**src/rtl/drv_port_fifo.sv**
```systemverilog
// Per-device transmit FIFO for one bus port: show-ahead head word,
// pending/full flags and saturating overflow/underflow event counters.
module drv_port_fifo #(
    parameter int pckg_sz = 16,
    parameter int depth   = 8,
    parameter int cnt_w   = 8
) (
    input  logic                     clk,
    input  logic                     reset,
    input  logic                     wr_en,
    input  logic [pckg_sz-1:0]       wr_data,
    output logic                     full,
    input  logic                     pop,
    output logic [pckg_sz-1:0]       D_pop,
    output logic                     pndng,
    output logic [$clog2(depth):0]   count,
    output logic [cnt_w-1:0]         ovf_cnt,
    output logic [cnt_w-1:0]         udf_cnt
);

    localparam int AW = $clog2(depth);
    localparam int CW = AW + 1;

    logic [pckg_sz-1:0] mem_q [depth];
    logic [AW-1:0]      wr_ptr_q, wr_ptr_d;
    logic [AW-1:0]      rd_ptr_q, rd_ptr_d;
    logic [CW-1:0]      cnt_q, cnt_d;
    logic [cnt_w-1:0]   ovf_q, ovf_d;
    logic [cnt_w-1:0]   udf_q, udf_d;

    logic empty_w, full_w;
    logic pop_eff, wr_acc;

    // Flags decode from the registered count only, never from pointers.
    assign empty_w = (cnt_q == '0);
    assign full_w  = (cnt_q == CW'(depth));

    assign pop_eff = pop & ~empty_w;
    assign wr_acc  = wr_en & (~full_w | pop_eff);

    always_comb begin
        wr_ptr_d = wr_ptr_q;
        rd_ptr_d = rd_ptr_q;
        cnt_d    = cnt_q + CW'(wr_acc) - CW'(pop_eff);
        ovf_d    = ovf_q;
        udf_d    = udf_q;
        if (wr_acc) begin
            wr_ptr_d = wr_ptr_q + AW'(1);
        end
        if (pop_eff) begin
            rd_ptr_d = rd_ptr_q + AW'(1);
        end
        if (wr_en && !wr_acc && (ovf_q != '1)) begin
            ovf_d = ovf_q + cnt_w'(1);
        end
        if (pop && empty_w && (udf_q != '1)) begin
            udf_d = udf_q + cnt_w'(1);
        end
    end

    always_ff @(posedge clk) begin
        if (reset) begin
            wr_ptr_q <= '0;
            rd_ptr_q <= '0;
            cnt_q    <= '0;
            ovf_q    <= '0;
            udf_q    <= '0;
        end else begin
            wr_ptr_q <= wr_ptr_d;
            rd_ptr_q <= rd_ptr_d;
            cnt_q    <= cnt_d;
            ovf_q    <= ovf_d;
            udf_q    <= udf_d;
        end
    end

    // Storage is intentionally left uncleared by reset.
    always_ff @(posedge clk) begin
        if (!reset && wr_acc) begin
            mem_q[wr_ptr_q] <= wr_data;
        end
    end

    assign pndng   = ~empty_w;
    assign full    = full_w;
    assign count   = cnt_q;
    assign D_pop   = empty_w ? '0 : mem_q[rd_ptr_q];
    assign ovf_cnt = ovf_q;
    assign udf_cnt = udf_q;

endmodule

```
**config.mk**
```make
export PLATFORM = sky130hd
export DESIGN_NAME = drv_port_fifo
export DESIGN_NICKNAME = d
export VERILOG_FILES = /design/src/rtl/drv_port_fifo.sv
export SDC_FILE = /design/constraint.sdc
export NUM_CORES = 1
export LEC_CHECK = 0
export CAP_MARGIN = 40
export CORE_ASPECT_RATIO = 1.75
export CORE_MARGIN = 10
export CORE_UTILIZATION = 50
export CTS_CLUSTER_DIAMETER = 150
export DETAILED_ROUTE_END_ITERATION = 6
export PLACE_DENSITY = 0.69
export SYNTH_ARGS = -nofsm -noshare
export SYNTH_HDL_FRONTEND = slang
export SYNTH_SLANG_ARGS = --single-unit
export TNS_END_PERCENT = 5
```
**constraint.sdc**
```tcl
create_clock -name clk -period 10.3 [get_ports clk]
set_input_delay 1.03 -clock clk [delete_from_list [all_inputs] [get_ports clk]]
set_output_delay 1.03 -clock clk [all_outputs]
set_load 0.01 [all_outputs]
```
==> results.tsv <==
stage	metric	value	unit
global_routing	GR Overflow Total	0	
synthesis	post-synthesis instance area	0.00628	mm2
worst_setup_path	reg2reg end	count[2]	
routing	WL final	12.6	mm
worst_setup_path	WP data arrival	2630	ps
floorplanning	Cell Rows	54	
sta	minimum clock period	3660	ps
layout	Synth-to-Final Area Change	23.3	%
routing	Detailed Routing Iterations Pass 1	4	
worst_setup_path	CP Data Required Time	9270	ps
worst_setup_path	CP Max Fanout	32	
sta	Slew Limit Fails	0	
sta	Worst Skew	14.3	ps
global_routing	GRT Overall Usage	15.0	%
cts	CTS Sinks	157	
synthesis	Post-synth ARST share	0	%
worst_setup_path	Slowest Stage Delay on Critical Path	580	ps
synthesis	synth top area cells	edfxtp_1 61%, mux4_2 11%, dfxtp_1 9.2%	
power_and_ir_drop	P_leak	0.00252	uW
synthesis	Synth Flop Type	edfxtp_1	
synthesis	Netlist cell types	46	
cts	postcts setup bufs	0	
sta	worst rel slew slack	57.0	%
worst_setup_path	reg2reg start	count[2]	
routing	DRC viols	0	
global_routing	number of global-route vias before repair	3694	
run_status	status	complete, no violations	
global_routing	initial antenna violation count	0	
min_path	hold_sp	udf_cnt[6]	
layout	nets	472	
cts	total CTS buffers	17	
floorplanning	I/O Pins	58	
power_and_ir_drop	PD cells	231	mW/mm2
min_path	Min-Delay Path Class	flip-flop to flip-flop	
worst_setup_path	slowest CP cell	mux4_2	
layout	most frequent cells in the layout	128 x edfxtp_1, 57 x clkdlybuf4s50_1, 34 x nor2_1, 32 x mux4_2, 27 x dfxtp_1	
worst_setup_path	Reg2Reg Depth	13	
layout	commonest non-fill, non-tap cell in the layout	edfxtp_1	
routing	Final ANT Viol Nets	0	
synthesis	Post-synth EDFFs	128	
synthesis	synthesized area per cell	17.2	um2
sta	Worst-Margin Slew	645	ps
cts	root buf cell	clkbuf_16	
synthesis	Synth top area share	61.2	%
worst_setup_path	FF-to-FF setup slack	7570	ps
synthesis	synthesis-stage register bit count	157	
place	detailed placement HPWL	7.92	mm
place	DP Cell Count	590	
synthesis	Mapped Cells	366	
cts	Worst-path clk slew	60	ps
job	total of max-cap violations	0	
layout	Final Util	62.6	%
sta	final worst-path cycle share	35.5	%
floorplanning	die span in x	105	um
global_routing	largest net degree at the start of global routing	35	
synthesis	synth warn	0	
sta	Setup TNS Final	0	ps
min_path	worst hold stages	2	
floorplanning	Core Area	0.0124	mm2
worst_setup_path	Crit. End Element	primary output	
worst_setup_path	CP Class	flip-flop to primary output	
cts	CTS tree	built	
worst_setup_path	CP Launch Type	flip-flop	
worst_setup_path	crit path cell chain	buf_4 > mux4_2 > mux2i_1 > nor2_1 > clkdlybuf4s50_1	
power_and_ir_drop	Peak supply drop	0.000169	V
cts	# hold bufs at CTS	0	
cts	H-tree levels	4	
sta	final setup fails	0	
synthesis	synthesized net count	397	
cts	Clock Tree Buf Depth	2	
routing	Avg WL per Cell	20.2	um
routing	DR vias	3443	
synthesis	post-synth top area cell	edfxtp_1	
cts	PostCTS Resize Cnt	0	
routing	1st-iter DRT viols	163	
layout	fraction of layout cells with a size suffix above 1	19.6	%
worst_setup_path	crit-path leading delay family	buffers and inverters	
cts	Worst-Skew Late Latency	420	ps
worst_setup_path	CP Buf/Inv Count	2	
floorplanning	full die area	0.0176	mm2
layout	n_diodes	0	
sta	RSZ-0062 raised after global routing	no	
global_routing	first-pass GRT wire length	20.4	mm
place	Port Buffer Count	57	
routing	vias per cell	5.54	
floorplanning	Starting Density	50.8	%
floorplanning	Die Y	168	um
layout	final std cells w/o fill	622	
sta	Fmax achieved	273	MHz
place	Placer Congestion	0.726	
min_path	Min-Delay Endpoint	udf_cnt[6]	
synthesis	sequential share of the synthesized area	70.4	%
sta	final hold violation count	0	
layer usage:
metal,GRT usage [%],wire length [um],vias up
met5,0,0,-
met4,5.70,143,0
met3,4.28,575,12
met2,26.4,6760,77
met1,16.8,5070,1769
li1,-,-,1585
flip-flops by register name, summed over array words and instances (netlist names), named ones only:
name / flops
mem_q: 128
ovf_cnt: 8
udf_cnt: 8
count: 4
rd_ptr_q: 3
wr_ptr_q: 3
final cells by class:
| class | count | area (um2) |
|---|---|---|
| clock inverters | 15 | 148 |
| clock buffers | 17 | 425 |
| flip-flops and latches | 157 | 4430 |
| well taps | 168 | 210 |
| repair buffers | 70 | 696 |
| multi-input cells | 184 | 1800 |
| fillers | 949 | 4620 |
| inverters | 11 | 41.3 |
power by group:
part | internal (uW) | switching, uW
combinational | 244 | 207
sequential | 717 | 27.4
clock | 322 | 270
Yosys cell counts, drive strengths merged, types with 2 or more instances:
library cell and number:
a21oi 10, and2 2, and3 3, buf 5, clkbuf 9, dfxtp 29, edfxtp 128, ha 10
inv 11, mux2i 20, mux4 32, nand2 8, nand2b 5, nand3 8, nor2 34, nor2b 3
nor3 2, nor4 3, nor4b 2, o211ai 2, o21ai 6, or3 4, or4 3, xnor2 2
xor2 6
stage by stage:
step	power (uW)	instance area, um2	worst slack, ps	hold slack, ps
finish	1790	7740	6640	506
global route	1870	7740	6440	554
CTS	1810	7740	6540	512
detailed placement	1220	7170	6750	498
global placement	1200	7130	6820	490
floorplan	1020	6280	6470	485
tightest hold or removal path, stage by stage, from the launching register on:
cell	delay, ps
dfxtp_1	330
inv_1	70
a211oi_1	60
worst max path at each step:
stage,cells after the start,to,slack [ps]
after floorplan,4,mem_q[5][0],6470
after global placement,11,count[2],6820
after detailed placement,11,count[2],6750
after CTS,5,D_pop[3],6540
after global routing,5,D_pop[3],6440
final,5,D_pop[3],6640
logic make-up after synthesis:
family | after synthesis | share of synthesized area, %
buffers and inverters | 25 | 1.55
AO/OA/AOI/OAI | 26 | 2.51
XOR/XNOR | 8 | 1.12
multiplexers | 53 | 14.8
adder cells (fa/ha/maj) | 11 | 2.31
flip-flops | 157 | 70.4
AND/OR/NAND/NOR | 86 | 7.27
(Power assumes the default switching activity.)
==> patch (same flow settings) <==
Register the output `udf_cnt` once more, cleared by the reset; this adds one clock of latency there. The other outputs are not delayed to match.
--- a/src/rtl/drv_port_fifo.sv
+++ b/src/rtl/drv_port_fifo.sv
@@ -87,5 +87,11 @@
     assign D_pop   = empty_w ? '0 : mem_q[rd_ptr_q];
     assign ovf_cnt = ovf_q;
-    assign udf_cnt = udf_q;
+    always_ff @(posedge clk) begin
+        if (reset) begin
+            udf_cnt <= '0;
+        end else begin
+            udf_cnt <= udf_q;
+        end
+    end
 
 endmodule
Behaviour: not the same (Yosys sat finds a counterexample within 4 cycles, from zero or initial values and one cycle with reset high).
==> patch against the original RTL <==
Cell area increased by 2.6%; first-iteration DRC count decreased by 33%; routed wire length decreased by 2.5%; sequential cell count increased by 8; worst setup slack improved by 0.051 ns; synthesized area increased by 3.2%; final cell count increased by 2.7%; power increased by 2.0%; critical path type unchanged.
==> patch: results (changes against the original RTL) <==
* Worst IR drop on VDD: 0.2094 mV (+24%)
* Final-layout fill cell count: 963 (+1.5%)
* Layout cell share with drive strength beyond 1: 17.95% (-1.7 points)
- The minimum setup slack among reg-to-reg paths came to 7.45 ns (-0.12 ns).
- Worst Path Arrival: 2.58 ns (-0.05 ns)
- The largest net degree at the start of global routing came to 40 (+14%).
- The met3 layer usage reported by global route was 4.896% (+0.62 points).
* Slowest stage delay, CP: 0.58 ns (about the same)
* Leak Pwr: 2.584 nW (+2.4%)
- Post-synth cell types: 40 (-13%)
- WHS Endpoint: udf_cnt[7]$_SDFF_PP0_
- Async S/R FF share, synth: 0% (unchanged)
* Number of cells in the design after placement: 606 (+2.7%)
* Final net count: 486 (+3.0%)
- The flow ran to the end, and the final reports show no timing, DRC or antenna violations.
* Met2 Usage GRT: 25.32% (-1.1 points)
* Mux cell area share after synthesis: 14.04% (-0.79 points)
- GR Util All Layers: 14.47% (-0.58 points)
- The post-synth net total was 415 (+4.5%).
- The synthesized instance count was 384 (+4.9%).
* Detail-routed net length per standard cell: 19.17 um (-5.1%)
- The met1 usage in global routing is 15.29% (-1.5 points).
* Design internal power: 1.331 mW (+3.8%)
- Final weighted congestion in routability-driven placement: 0.7496 (+3.2%)
- The mean number of vias per cell is 5.499 (-0.65%).
- The estimated wirelength of the detail-placed design was 7960 um (+0.46%).
- The startpoint identified for the worst hold timing path is udf_q[7]$_SDFFE_PP0P_.
- Among all stages on the critical path, the largest delay is contributed by sky130_fd_sc_hd__mux4_2.
- Synth cell count leaders: sky130_fd_sc_hd__edfxtp_1, sky130_fd_sc_hd__dfxtp_1, sky130_fd_sc_hd__nor2_1
- By area the synthesized netlist is led by sky130_fd_sc_hd__edfxtp_1, sky130_fd_sc_hd__dfxtp_1, sky130_fd_sc_hd__mux4_2, sky130_fd_sc_hd__mux2i_1, sky130_fd_sc_hd__nor2_1.
- Deepest level of the CTS H-tree: 4 (unchanged)
* Xor and xnor area share after synthesis: 1.485% (+0.37 points)
- Final clock skew: 0.007609 ns (-0.006680 ns)
- First-pass detailed-route iteration total: 6 (+2)
- The complex-gate fraction of the synthesized area is 2.372% (-0.14 points).
* Detailed Route WL: 12,250 um (-2.5%)
* DRC marker count from the first detailed-route iteration: 110 (-33%)
* Slew Limit Headroom: 44.78% (-12 points)
- The hold-critical path depth came to 1 (-1).
- Vias in the first global route: 3,842 (+4.0%)
- The share of synthesized area occupied by flip-flops and latches was 70.67% (+0.26 points).
- The first-pass GRT wire length came to 20,150 um (-1.4%).
* Number of buffers on the longest clock path: 2 (unchanged)
- The path class of the tightest hold or removal check is reg2reg.
- The post-CTS clock slew at the launch and capture registers of the worst setup and hold paths came to 0.06 ns (about the same).
- The adder-cell area share of the yosys netlist was 2.237% (-0.073 points).
- Reg2Reg Depth: 11 (-2)
## patch: cell count changes in the layout (fill, tap and decap cells not counted), sizes merged, moves of 3 or more
cell	delta
inv	-4
nand2	-6
xor2	+3
nor2b	+7
nor4	+3
clkinvlp	+3
nor3	+3
nand2b	-4
dfxtp	+8
## patch: worst max-delay path by stage
stage                          from                endpoint  slack [ns]  depth (start not counted)
final                     flip-flop                D_pop[0]        6.69                          5
after global routing      flip-flop               D_pop[12]        6.51                          5
after detailed placement        pop  mem_q[0][10]$_DFFE_PP_        6.67                          5
after CTS                 flip-flop                D_pop[1]        6.62                          5
after global placement          pop   mem_q[2][2]$_DFFE_PP_        6.80                          5
after floorplan                 pop   mem_q[1][0]$_DFFE_PP_        6.71                          3
## patch: cells by family (layout without fill, tap and decap cells)
group / Yosys count / after routing
xor+xnor: 11 / 11
mux: 51 / 51
buf+inv: 31 / 115
compound gates: 25 / 25
flops: 165 / 165
fa+ha+maj: 11 / 11
simple gates: 90 / 90
## patch: area by class of cell
type / instances / area (sq um) / area share, %
well taps: 171 / 214.0 / 2.694
clock inverters: 14 / 127.6 / 1.607
clock buffers: 18 / 429.2 / 5.403
repair buffers: 70 / 715.7 / 9.011
flip-flops and latches: 165 / 4587 / 57.75
inverters: 13 / 48.80 / 0.6144
multi-input cells: 188 / 1821 / 22.92
## patch: metrics by stage
| step | instance area (sq um) | utilization [%] | total power [mW] | worst slack, ns | hold slack, ns |
|---|---|---|---|---|---|
| CTS | 7928 | 61.94 | 1.845 | 6.622 | 0.5151 |
| floorplan | 6487 | - | 1.066 | 6.709 | 0.4657 |
| global route | 7943 | 62.05 | 1.920 | 6.507 | 0.5343 |
| finish | 7943 | 62.05 | 1.822 | 6.691 | 0.5108 |
| detailed placement | 7371 | 57.59 | 1.258 | 6.673 | 0.4984 |
| global placement | 7308 | 57.10 | 1.241 | 6.798 | 0.4860 |
## patch: power by group through the flow
| stage | Clock [mW] | Combinational, mW | Sequential (mW) |
|---|---|---|---|
| floorplan | 0 | 0.281 | 0.786 |
| global placement | 0 | 0.439 | 0.802 |
| detailed placement | 0 | 0.468 | 0.790 |
| CTS | 0.600 | 0.469 | 0.776 |
| global route | 0.632 | 0.509 | 0.778 |
| finish | 0.587 | 0.459 | 0.775 |
## patch: routing by layer
metal / wire length, um / vias to the layer above
met5: 0 / -
met1: 4647 / 1783
met3: 629 / 17
met4: 267 / 0
li1: - / 1633
met2: 6702 / 81
